**config.mk**
```make
export PLATFORM = sky130hd
export DESIGN_NAME = dcache_ctrl
export DESIGN_NICKNAME = d
export VERILOG_FILES = /design/src/rtl/dcache_pkg.sv /design/src/rtl/dcache_array.sv /design/src/rtl/dcache_ctrl.sv
export SDC_FILE = /design/constraint.sdc
export NUM_CORES = 2
export LEC_CHECK = 0
export BUFFER_PORTS_ARGS = -buffer_cell sky130_fd_sc_hd__buf_2
export CORE_MARGIN = 5
export CORE_UTILIZATION = 46
export CTS_BUF_LIST = sky130_fd_sc_hd__clkbuf_8
export DETAILED_ROUTE_END_ITERATION = 16
export PLACE_DENSITY = 0.59
export REMOVE_ABC_BUFFERS = 1
export SETUP_SLACK_MARGIN = 0.2
export SYNTH_ARGS = -nofsm -noshare
export SYNTH_HDL_FRONTEND = slang
export SYNTH_SLANG_ARGS = --single-unit
```
**constraint.sdc**
```tcl
create_clock -name clock -period 6.8 [get_ports clock]
set_input_delay 0.68 -clock clock [delete_from_list [all_inputs] [get_ports clock]]
set_output_delay 0.68 -clock clock [all_outputs]
set_load 0.01 [all_outputs]
```
**src/rtl/dcache_pkg.sv**
```systemverilog
// Shared state encoding, line geometry and address-field width helpers for the
// direct-mapped, write-through data cache.
package dcache_pkg;

  typedef enum logic [1:0] {
    IDLE   = 2'd0,
    REFILL = 2'd1,
    WRITE  = 2'd2,
    WDONE  = 2'd3
  } state_e;

  localparam int WORDS    = 4;
  localparam int OFFSET_W = 2;
  localparam int LINE_LSB = OFFSET_W + 2;

  function automatic int index_w(input int lines);
    return $clog2(lines);
  endfunction

  function automatic int tag_w(input int lines);
    return 32 - LINE_LSB - $clog2(lines);
  endfunction

endpackage

```
**src/rtl/dcache_array.sv**
```systemverilog
// Valid, tag and data storage for the cache: combinational read of one line,
// synchronous single-word and line-metadata write ports.
module dcache_array #(
  parameter int LINES = 16,
  parameter int WORDS = 4,
  parameter int IDX_W = dcache_pkg::index_w(LINES),
  parameter int TAG_W = dcache_pkg::tag_w(LINES)
) (
  input  logic                   clock,
  input  logic                   reset,
  input  logic [IDX_W-1:0]       rd_index,
  output logic                   rd_valid,
  output logic [TAG_W-1:0]       rd_tag,
  output logic [WORDS-1:0][31:0] rd_line,
  input  logic                   word_we,
  input  logic [IDX_W-1:0]       word_index,
  input  logic [1:0]             word_sel,
  input  logic [31:0]            word_wdata,
  input  logic                   line_we,
  input  logic [IDX_W-1:0]       line_index,
  input  logic                   line_valid,
  input  logic [TAG_W-1:0]       line_tag
);

  logic [LINES-1:0]       valid_q, valid_d;
  logic [TAG_W-1:0]       tag_q  [LINES];
  logic [TAG_W-1:0]       tag_d  [LINES];
  logic [WORDS-1:0][31:0] data_q [LINES];
  logic [WORDS-1:0][31:0] data_d [LINES];

  assign rd_valid = valid_q[rd_index];
  assign rd_tag   = tag_q[rd_index];
  assign rd_line  = data_q[rd_index];

  always_comb begin
    valid_d = valid_q;
    tag_d   = tag_q;
    data_d  = data_q;
    if (word_we) begin
      data_d[word_index][word_sel] = word_wdata;
    end
    if (line_we) begin
      valid_d[line_index] = line_valid;
      tag_d[line_index]   = line_tag;
    end
  end

  // Only the valid bits need clearing; tag and data contents are don't-care until validated.
  always_ff @(posedge clock) begin
    if (!reset) begin
      valid_q <= '0;
    end else begin
      valid_q <= valid_d;
    end
    tag_q  <= tag_d;
    data_q <= data_d;
  end

endmodule

```
**src/rtl/dcache_ctrl.sv**
```systemverilog
// Direct-mapped write-through / no-write-allocate data cache controller sitting
// in the ME stage: hit detection, refill/write FSM and backing-memory handshake.
module dcache_ctrl #(
  parameter int LINES = 16,
  parameter int WORDS = 4
) (
  input  logic        clock,
  input  logic        reset,
  input  logic [31:0] addr,
  input  logic        rmem,
  input  logic        wmem,
  input  logic [31:0] wdata,
  output logic [31:0] rdata,
  output logic        stall,
  output logic        mem_req,
  output logic        mem_we,
  output logic [31:0] mem_addr,
  output logic [31:0] mem_wdata,
  input  logic [31:0] mem_rdata,
  input  logic        mem_ack
);

  import dcache_pkg::*;

  localparam int IDX_W = index_w(LINES);
  localparam int TAG_W = tag_w(LINES);

  state_e                 state_q, state_d;
  logic [1:0]             cnt_q, cnt_d;
  logic                   mem_req_q, mem_req_d;

  logic [1:0]             offset;
  logic [IDX_W-1:0]       index;
  logic [TAG_W-1:0]       tag;
  logic                   hit;
  logic                   ack;
  logic                   unused_addr;

  logic                   rd_valid;
  logic [TAG_W-1:0]       rd_tag;
  logic [WORDS-1:0][31:0] rd_line;
  logic                   word_we;
  logic [1:0]             word_sel;
  logic [31:0]            word_wdata;
  logic                   line_we;
  logic                   line_valid;

  assign offset      = addr[3:2];
  assign index       = addr[LINE_LSB +: IDX_W];
  assign tag         = addr[31 -: TAG_W];
  assign unused_addr = ^addr[1:0];
  assign hit         = rd_valid && (rd_tag == tag);
  assign ack         = mem_ack && mem_req_q;

  dcache_array #(
    .LINES (LINES),
    .WORDS (WORDS),
    .IDX_W (IDX_W),
    .TAG_W (TAG_W)
  ) u_array (
    .clock      (clock),
    .reset      (reset),
    .rd_index   (index),
    .rd_valid   (rd_valid),
    .rd_tag     (rd_tag),
    .rd_line    (rd_line),
    .word_we    (word_we && reset),
    .word_index (index),
    .word_sel   (word_sel),
    .word_wdata (word_wdata),
    .line_we    (line_we && reset),
    .line_index (index),
    .line_valid (line_valid),
    .line_tag   (tag)
  );

  // A miss invalidates the line up front so a half-filled line can never hit.
  always_comb begin
    state_d    = state_q;
    cnt_d      = cnt_q;
    word_we    = 1'b0;
    word_sel   = cnt_q;
    word_wdata = mem_rdata;
    line_we    = 1'b0;
    line_valid = 1'b0;
    case (state_q)
      IDLE: begin
        if (wmem) begin
          state_d = WRITE;
        end else if (rmem && !hit) begin
          state_d = REFILL;
          cnt_d   = 2'd0;
          line_we = 1'b1;
        end
      end
      REFILL: begin
        if (ack) begin
          word_we = 1'b1;
          cnt_d   = cnt_q + 2'd1;
          if (cnt_q == 2'd3) begin
            state_d    = IDLE;
            line_we    = 1'b1;
            line_valid = 1'b1;
          end
        end
      end
      WRITE: begin
        if (ack) begin
          state_d    = WDONE;
          word_we    = hit;
          word_sel   = offset;
          word_wdata = wdata;
        end
      end
      WDONE:   state_d = IDLE;
      default: state_d = IDLE;
    endcase
    // Dropping the request for the cycle after every ack gives the memory a clean gap.
    mem_req_d = ((state_d == REFILL) && !ack) || (state_d == WRITE);
  end

  always_ff @(posedge clock) begin
    if (!reset) begin
      state_q   <= IDLE;
      cnt_q     <= 2'd0;
      mem_req_q <= 1'b0;
    end else begin
      state_q   <= state_d;
      cnt_q     <= cnt_d;
      mem_req_q <= mem_req_d;
    end
  end

  always_comb begin
    stall     = 1'b0;
    rdata     = '0;
    mem_we    = 1'b0;
    mem_addr  = '0;
    mem_wdata = '0;
    if (reset) begin
      case (state_q)
        IDLE: begin
          stall = wmem || (rmem && !hit);
          if (rmem && !wmem && hit) begin
            rdata = rd_line[offset];
          end
        end
        REFILL: begin
          stall    = 1'b1;
          mem_addr = {addr[31:4], cnt_q, 2'b00};
        end
        WRITE: begin
          stall     = 1'b1;
          mem_we    = 1'b1;
          mem_addr  = {addr[31:2], 2'b00};
          mem_wdata = wdata;
        end
        default: ;
      endcase
    end
  end

  assign mem_req = mem_req_q && reset;

endmodule

```
=== After elaboration in Yosys (flattened, before gate mapping) ===
Cells that the tools add are included.

* Flip-flop bits (word level): 2453
* Bits in latches: 0
* Memory bits (writable): 0
* Memory bits (read-only): 0
* Bits of input ports: 101
* Output and inout bits: 99
* Word-level logic and storage cells: 179
* Memories kept: 0

* $add $sub $neg: 1
* $mul: 0
* Div/mod/pow operators: 0
* $lt $le $gt $ge: 7
* Equality and inequality tests: 10
* Shifts and indexed selects: 0
* Muxes and demuxes: 55
* Bitwise operators: 1
* Reductions and logical operators: 21

{| class="wikitable"
|+ Operators with widths
! operator !! count
|-
| 2048-bit bitwise mux || 1
|-
| 128-bit binary-select mux with 4-bit select || 1
|-
| 128-bit demux with 4-bit select || 1
|-
| 384-bit bitwise mux || 1
|-
| 128-bit 2-to-1 mux || 3
|-
| 32-bit 2-to-1 mux || 10
|-
| 24-bit binary-select mux with 4-bit select || 1
|-
| 24-bit demux with 4-bit select || 1
|-
| 24-bit 2-to-1 mux || 3
|-
| 32-bit binary-select mux with 2-bit select || 1
|-
| 32-bit demux with 2-bit select || 1
|-
| 32-bit one-hot mux with 2 select lines || 1
|-
| 24-bit == test || 1
|-
| 2-bit 2-to-1 mux || 10
|-
| 16-bit bitwise mux || 1
|-
| 1-bit logical AND || 12
|-
| 1-bit 2-to-1 mux || 12
|-
| 2-bit == test, second input constant || 4
|-
| 2-bit one-hot mux with 4 select lines || 1
|-
| 2-bit by 3-bit less-than comparator with 1-bit output, second input constant || 2
|-
| 2-bit != test, second input constant || 3
|-
| 1-bit one-hot mux with 2 select lines || 3
|-
| 5-bit >= comparator, second input constant || 1
|-
| 4-bit by 5-bit less-than comparator with 1-bit output, second input constant || 1
|-
| other kinds (15) || 19
|}

=== Depth between registers and ports, before layout ===
* Word-level depth: 14
* Mapped depth: 14
* Depth with buffers taken out: 9

=== Cells and area by module ===
Synthesis repeated with hierarchy kept, for this count alone.

* Cells, all modules: 4353
* Area total of the unflattened synthesis: 95004.9 µm²

{| class="wikitable"
|+ By module, submodules not included
! module !! instances !! cells each !! area an instance (µm²) !! sequential area each (µm²)
|-
| dcache_array || 1 || 4055 || 92404.9 || 73350.3
|-
| dcache_ctrl || 1 || 298 || 2600.0 || 100.1
|}

=== Worst setup path before layout ===
OpenSTA, ideal clock, no wires.

* Path kind: input-to-reg
* Start: input addr[5]
* End: register u_array.data_q[0] (netlist bit), enable pin
* Setup time: 461 ps
* Data arrival time: 5249 ps
* Data required time: 6339 ps
* Path slack: 1090 ps
* Cell stages on the path: 13
* Buffers on the path: 4
* Cell sequence: buf_2 buf_6 buf_2 mux2i_1 nor3b_1 a2111oi_0 nor2_1 o22ai_1 nand4_1 nor3_4 o2111ai_4 buf_6 nor3_1

* Longest elaborated chain between the ends: 9
* Elaborated cells on any way between the ends: 11

{| class="wikitable"
|+ RTL lines
! element !! RTL line !! text
|-
| start, declared || dcache_ctrl.sv:9 || <nowiki>input logic [31:0] addr,</nowiki>
|-
| 4-bit NOT with 5-bit output (not written as such) || dcache_array.sv:32 || <nowiki>assign rd_tag = tag_q[rd_index];</nowiki>
|-
| 24-bit binary-select mux with 4-bit select || dcache_array.sv:32 ||
|-
| 24-bit 2-to-1 mux (not written as such) (2 in series) || dcache_array.sv:32 ||
|-
| 24-bit == test || dcache_ctrl.sv:52 || <nowiki>assign hit = rd_valid && (rd_tag == tag);</nowiki>
|-
| 1-bit logical AND * || dcache_ctrl.sv:52 ||
|-
| 1-bit 2-to-1 mux * || dcache_ctrl.sv:108 || <nowiki>if (ack) begin</nowiki>
|-
| 1-bit one-hot mux with 2 select lines * || dcache_ctrl.sv:86 || <nowiki>case (state_q)</nowiki>
|-
| 1-bit logical AND * || dcache_ctrl.sv:67 || <nowiki>.word_we (word_we && reset),</nowiki>
|-
| end signal, assigned || dcache_array.sv:56 || <nowiki>data_q <= data_d;</nowiki>
|-
| end, declared || dcache_array.sv:28 || <nowiki>logic [WORDS-1:0][31:0] data_q [LINES];</nowiki>
|}

Mark *: on every way between the ends. The rest lies on a longest branch, timed or not. The select of a mux whose other input is x is not followed.
A chain may end at the register's enable or synchronous reset.

=== Final worst setup path ===
* Start: input addr[6]
* End: output rdata[9]

* Longest elaborated chain between the ends: 10
* Elaborated cells on any way between the ends: 17

{| class="wikitable"
|+ RTL lines
! element !! RTL line !! text
|-
| 4-bit NOT with 5-bit output (not written as such) || dcache_array.sv:32, dcache_array.sv:33 ||
|-
| 24-bit binary-select mux with 4-bit select || dcache_array.sv:32 ||
|-
| 24-bit 2-to-1 mux (not written as such) (2 in series) || dcache_array.sv:32 ||
|-
| 24-bit == test || dcache_ctrl.sv:52 ||
|-
| 1-bit logical AND || dcache_ctrl.sv:52 ||
|-
| 1-bit logical AND || dcache_ctrl.sv:144 || <nowiki>if (rmem && !wmem && hit) begin</nowiki>
|-
| 32-bit 2-to-1 mux * || dcache_ctrl.sv:144 ||
|-
| 32-bit 2-to-1 mux * || dcache_ctrl.sv:141 || <nowiki>case (state_q)</nowiki>
|-
| 32-bit 2-to-1 mux * || dcache_ctrl.sv:140 || <nowiki>if (reset) begin</nowiki>
|-
| end, declared || dcache_ctrl.sv:13 || <nowiki>output logic [31:0] rdata,</nowiki>
|}

Marks and branches as above.

==> impl.org <==
** Floorplan
- In this run the vertical extent of the chip is 466 um.
- The core region is 207,000 um^2.
- 200 I/O pins were placed.
- Initial standard-cell utilization of the core :: 46.2%
- Die area :: approximately 220,000 um^2
- Die span in x :: approximately 470 um
- Num rows :: 167

** Setup path
- Slowest cell on the critical path :: nand3_2
- In this run the worst path has a maximum fanout of 57.
- In this design, the critical path's most frequently occurring cell is buf_4.
- CP Data Required Time :: 6120 ps
- Element type at the critical path end :: primary output
- Category of the worst setup path launch point :: primary input
- Type of the worst setup path :: in -> out
- At the worst endpoint, the arrival time is 5130 ps.
- For this run, the slowest stage of the critical path takes approximately 700 ps.
- Chain of cells forming the critical path :: buf_4, buf_4, mux4_2, mux2i_1, xor2_1, nand4_1, o21ai_1, nand4_1, nor3_4, nand3_2, buf_4, nor2b_1, buf_2

** Timing
- Time the final worst path needs with I/O delays and setup :: 5810 ps
- Share of the clock period used by the worst path :: 85.5%
- Measured against its own limit, the worst slew margin works out to under 10%.
- Setup violations remaining at the end of the flow were counted as 0.
- Once routing completed, OpenROAD measured the worst setup slack at just under 1000 ps.
- In the final timing run, aggregate negative setup slack is 0 ps.
- Setup repair after global routing missed its margin :: no
- At the pin with the least slew margin, the transition time is 1370 ps.
- Hold is met by around 120 ps.
- Highest Clock Rate :: 172 MHz
- Number of max-slew violations in the final report :: 0
- Final worst clock skew :: 95.2 ps
- Final hold violation count :: 0

** Synth
- Number of distinct library cell variants in the gate-level netlist after synthesis :: 61
- Sequential elements use between 70% and 80% of the synthesized area.
- After synthesis the netlist holds a flip-flop and latch count of 2,453.
- The biggest area contributor in the post-synthesis netlist is edfxtp_1.
- Of the post-synthesis cell area, the dominant cell type holds 76.3%.
- Most area-consuming cells after synthesis :: edfxtp_1 (76%), mux4_2 (17%), mux2i_1 (0.99%), dfxtp_1 (0.44%), buf_2 (0.42%)
- Synth Flop Type :: edfxtp_1
- Syn Std Cell Area :: around 96,000 um^2
- Cell count after synthesis :: 4,063
- Number of flops mapped to enable cells by yosys :: about 2,400
- Post-synthesis area per instance :: 23.6 um^2
- The Yosys step of the flow raised 0 warnings.
- Share of flip-flops with an asynchronous set or reset after synthesis :: 0%

** Place
- The congestion estimate from routability-driven global placement came to 0.797.
- Summing all placed instances gives a cell area of 101,000 um^2.
- Pre-CTS setup slack :: 974 ps
- Number of buffers inserted by port buffering :: roughly 200
- Detailed placement finished with a half-perimeter wire length of around 140,000 um.

** Drt
- The routed design has between 200,000 and 250,000 um of wire.
- Total via count in the routed design :: 45,800
- Dividing the detail-routed wire length by the instance count gives 31.3 um.
- After the first detailed-routing iteration, the DRC count stood at 4,401.
- Residual antenna-violating net count after detailed routing :: 0
- Initial DRT Pass Iterations :: 8
- Dividing the detail-routed via count by the number of cells gives 5.94.
- Detailed-route DRC error count :: 0

** Power
- In this run the static leakage power is 34.5 nW.
- Dividing total power by cell area gives a power density of roughly 270 nW/um^2.
- Across the VDD grid, the largest voltage drop is 0.231 mV.

** GRT
- Largest net degree at the start of global routing :: ~110
- Congestion Overflow GR :: 0
- The initial antenna violation count is 18.
- In the global route stage, overall resource usage came out at 22.2%.
- The via count of the first global-routing pass is 47,600.
- Wire length of the first global-routing pass :: around 340,000 um

** Worst hold path
- Classification of the worst-slack hold path :: in -> reg

** CTS
- Counting along the longest clock path gives a buffer depth of 4.
- Clock Latency Late Sink :: 1100 ps
- Clock transition time at the flip-flop clock pins of the worst setup and hold paths :: 60 ps
- CTS buffer count :: 402
- Clk root buf :: clkbuf_8
- The number of gates resized after CTS was 0.
- In this run the number of H-tree levels came out at 5.
- TritonCTS clock tree :: done
- For this design, the sink count on the clock tree is 2,453.

** Final layout
- Commonest non-fill, non-tap cells in the layout :: edfxtp_1 (2,432), mux4_2 (741), clkbuf_8 (409)
- Final net count :: ~4,700
- Area added between synthesis and finish :: 13.2%
- For this run, the share of the core covered by cells in the final layout is approximately 52%.
- Most common cell after layout, fill and taps aside :: edfxtp_1
- In the final layout, the share of cells above drive strength 1 is between 30% and 40%.
- After routing the design area is 108,000 um^2.

** Run
- The tool flagged a number of max-cap violations equal to 0.

** Run status
- Result of the run :: completed
## logic make-up after synthesis
family | synth area share [%]
other cells | 0.00392
flops | 76.8
fa+ha+maj | 0.0785
mux | 18.9
xor+xnor | 0.238
compound gates | 1.07
simple gates | 1.71
buf+inv | 1.29
## flip-flops by register name (all words and copies together) (netlist names)
signal	flops
cnt_q	2
mem_req_q	1
u_array.valid_q	16
u_array.tag_q	384
state_q	2
u_array.data_q	2048
## layout make-up
type,count,area [um^2]
fillers,16100,98700
flip-flops and latches,2453,73500
multi-input cells,1362,21500
clock buffers,409,5630
well taps,2788,3490
repair buffers,401,2980
clock inverters,280,1240
inverters,12,52.6
diodes,10,25.0
## report_power, final
group | total (mW) | switching, mW | internal (mW)
combinational | 1.69 | 1.06 | 0.634
clock | 11.3 | 5.62 | 5.69
sequential | 16.7 | 0.00704 | 16.7
## timing repair
| action | CTS | global route |
|---|---|---|
| hold buffers | 24 | 0 |
| hold endpoints to repair | 346 | 0 |
| setup buffers | 0 | 0 |
## cells in the mapped netlist, types with 2 or more instances
master and instances:
mux4_2 741, nor2_1 38, edfxtp_1 2432, a21oi_1 14
nor3_1 76, nand3b_1 2, nand3_1 16, or3_1 2
a22o_1 9, a22oi_1 26, ha_1 6, o22ai_1 7
o211ai_1 3, nand4_1 6, dfxtp_1 21, o31ai_1 2
buf_4 16, o21a_1 2, a21o_1 2, clkbuf_1 95
a41oi_1 2, nor2b_1 40, nand2b_1 5, o311ai_0 15
inv_1 11, o21ai_1 3, a21boi_0 2, a221oi_1 5
buf_6 18, o221ai_1 3, nand2_1 59, and3_1 39
xor2_1 18, a31oi_1 4, mux2_2 36, buf_2 81
o21ai_0 28, xnor2_1 8, and2_1 28, mux2i_1 95
buf_1 27
## routing by layer
metal | share of wire [%] | global-route usage (%)
met1 | 41 | 31.2
met2 | 49 | 36.1
met3 | 6.6 | 3.98
met4 | 2.5 | 6.16
met5 | 0.010 | 0
## worst max-delay path: cells and delay by family
family | cells | cell delay [ps]
AND/OR/NAND/NOR | 5 | 1450
buffers and inverters | 4 | 1760
AO/OA/AOI/OAI | 1 | 290
XOR/XNOR | 1 | 190
multiplexers | 2 | 530
## worst paths after layout
check	depth (start not counted)	to	slack (ps)	from
max	13	rdata[9]	990	addr[6]
min reg2reg	2	u_array.valid_q[5]	490	u_array.valid_q[5]
max reg2reg	8	u_array.data_q[629]	2310	state_q[0]
min	4	mem_req_q	120	wmem
## per-stage QoR
stage,instances,power (mW)
after floorplan,3827,17.9
after global placement,6992,18.7
after detailed placement,6992,18.7
after CTS,7705,30.0
after global routing,7711,30.8
final,7715,29.7
(Power assumes the default switching activity.)
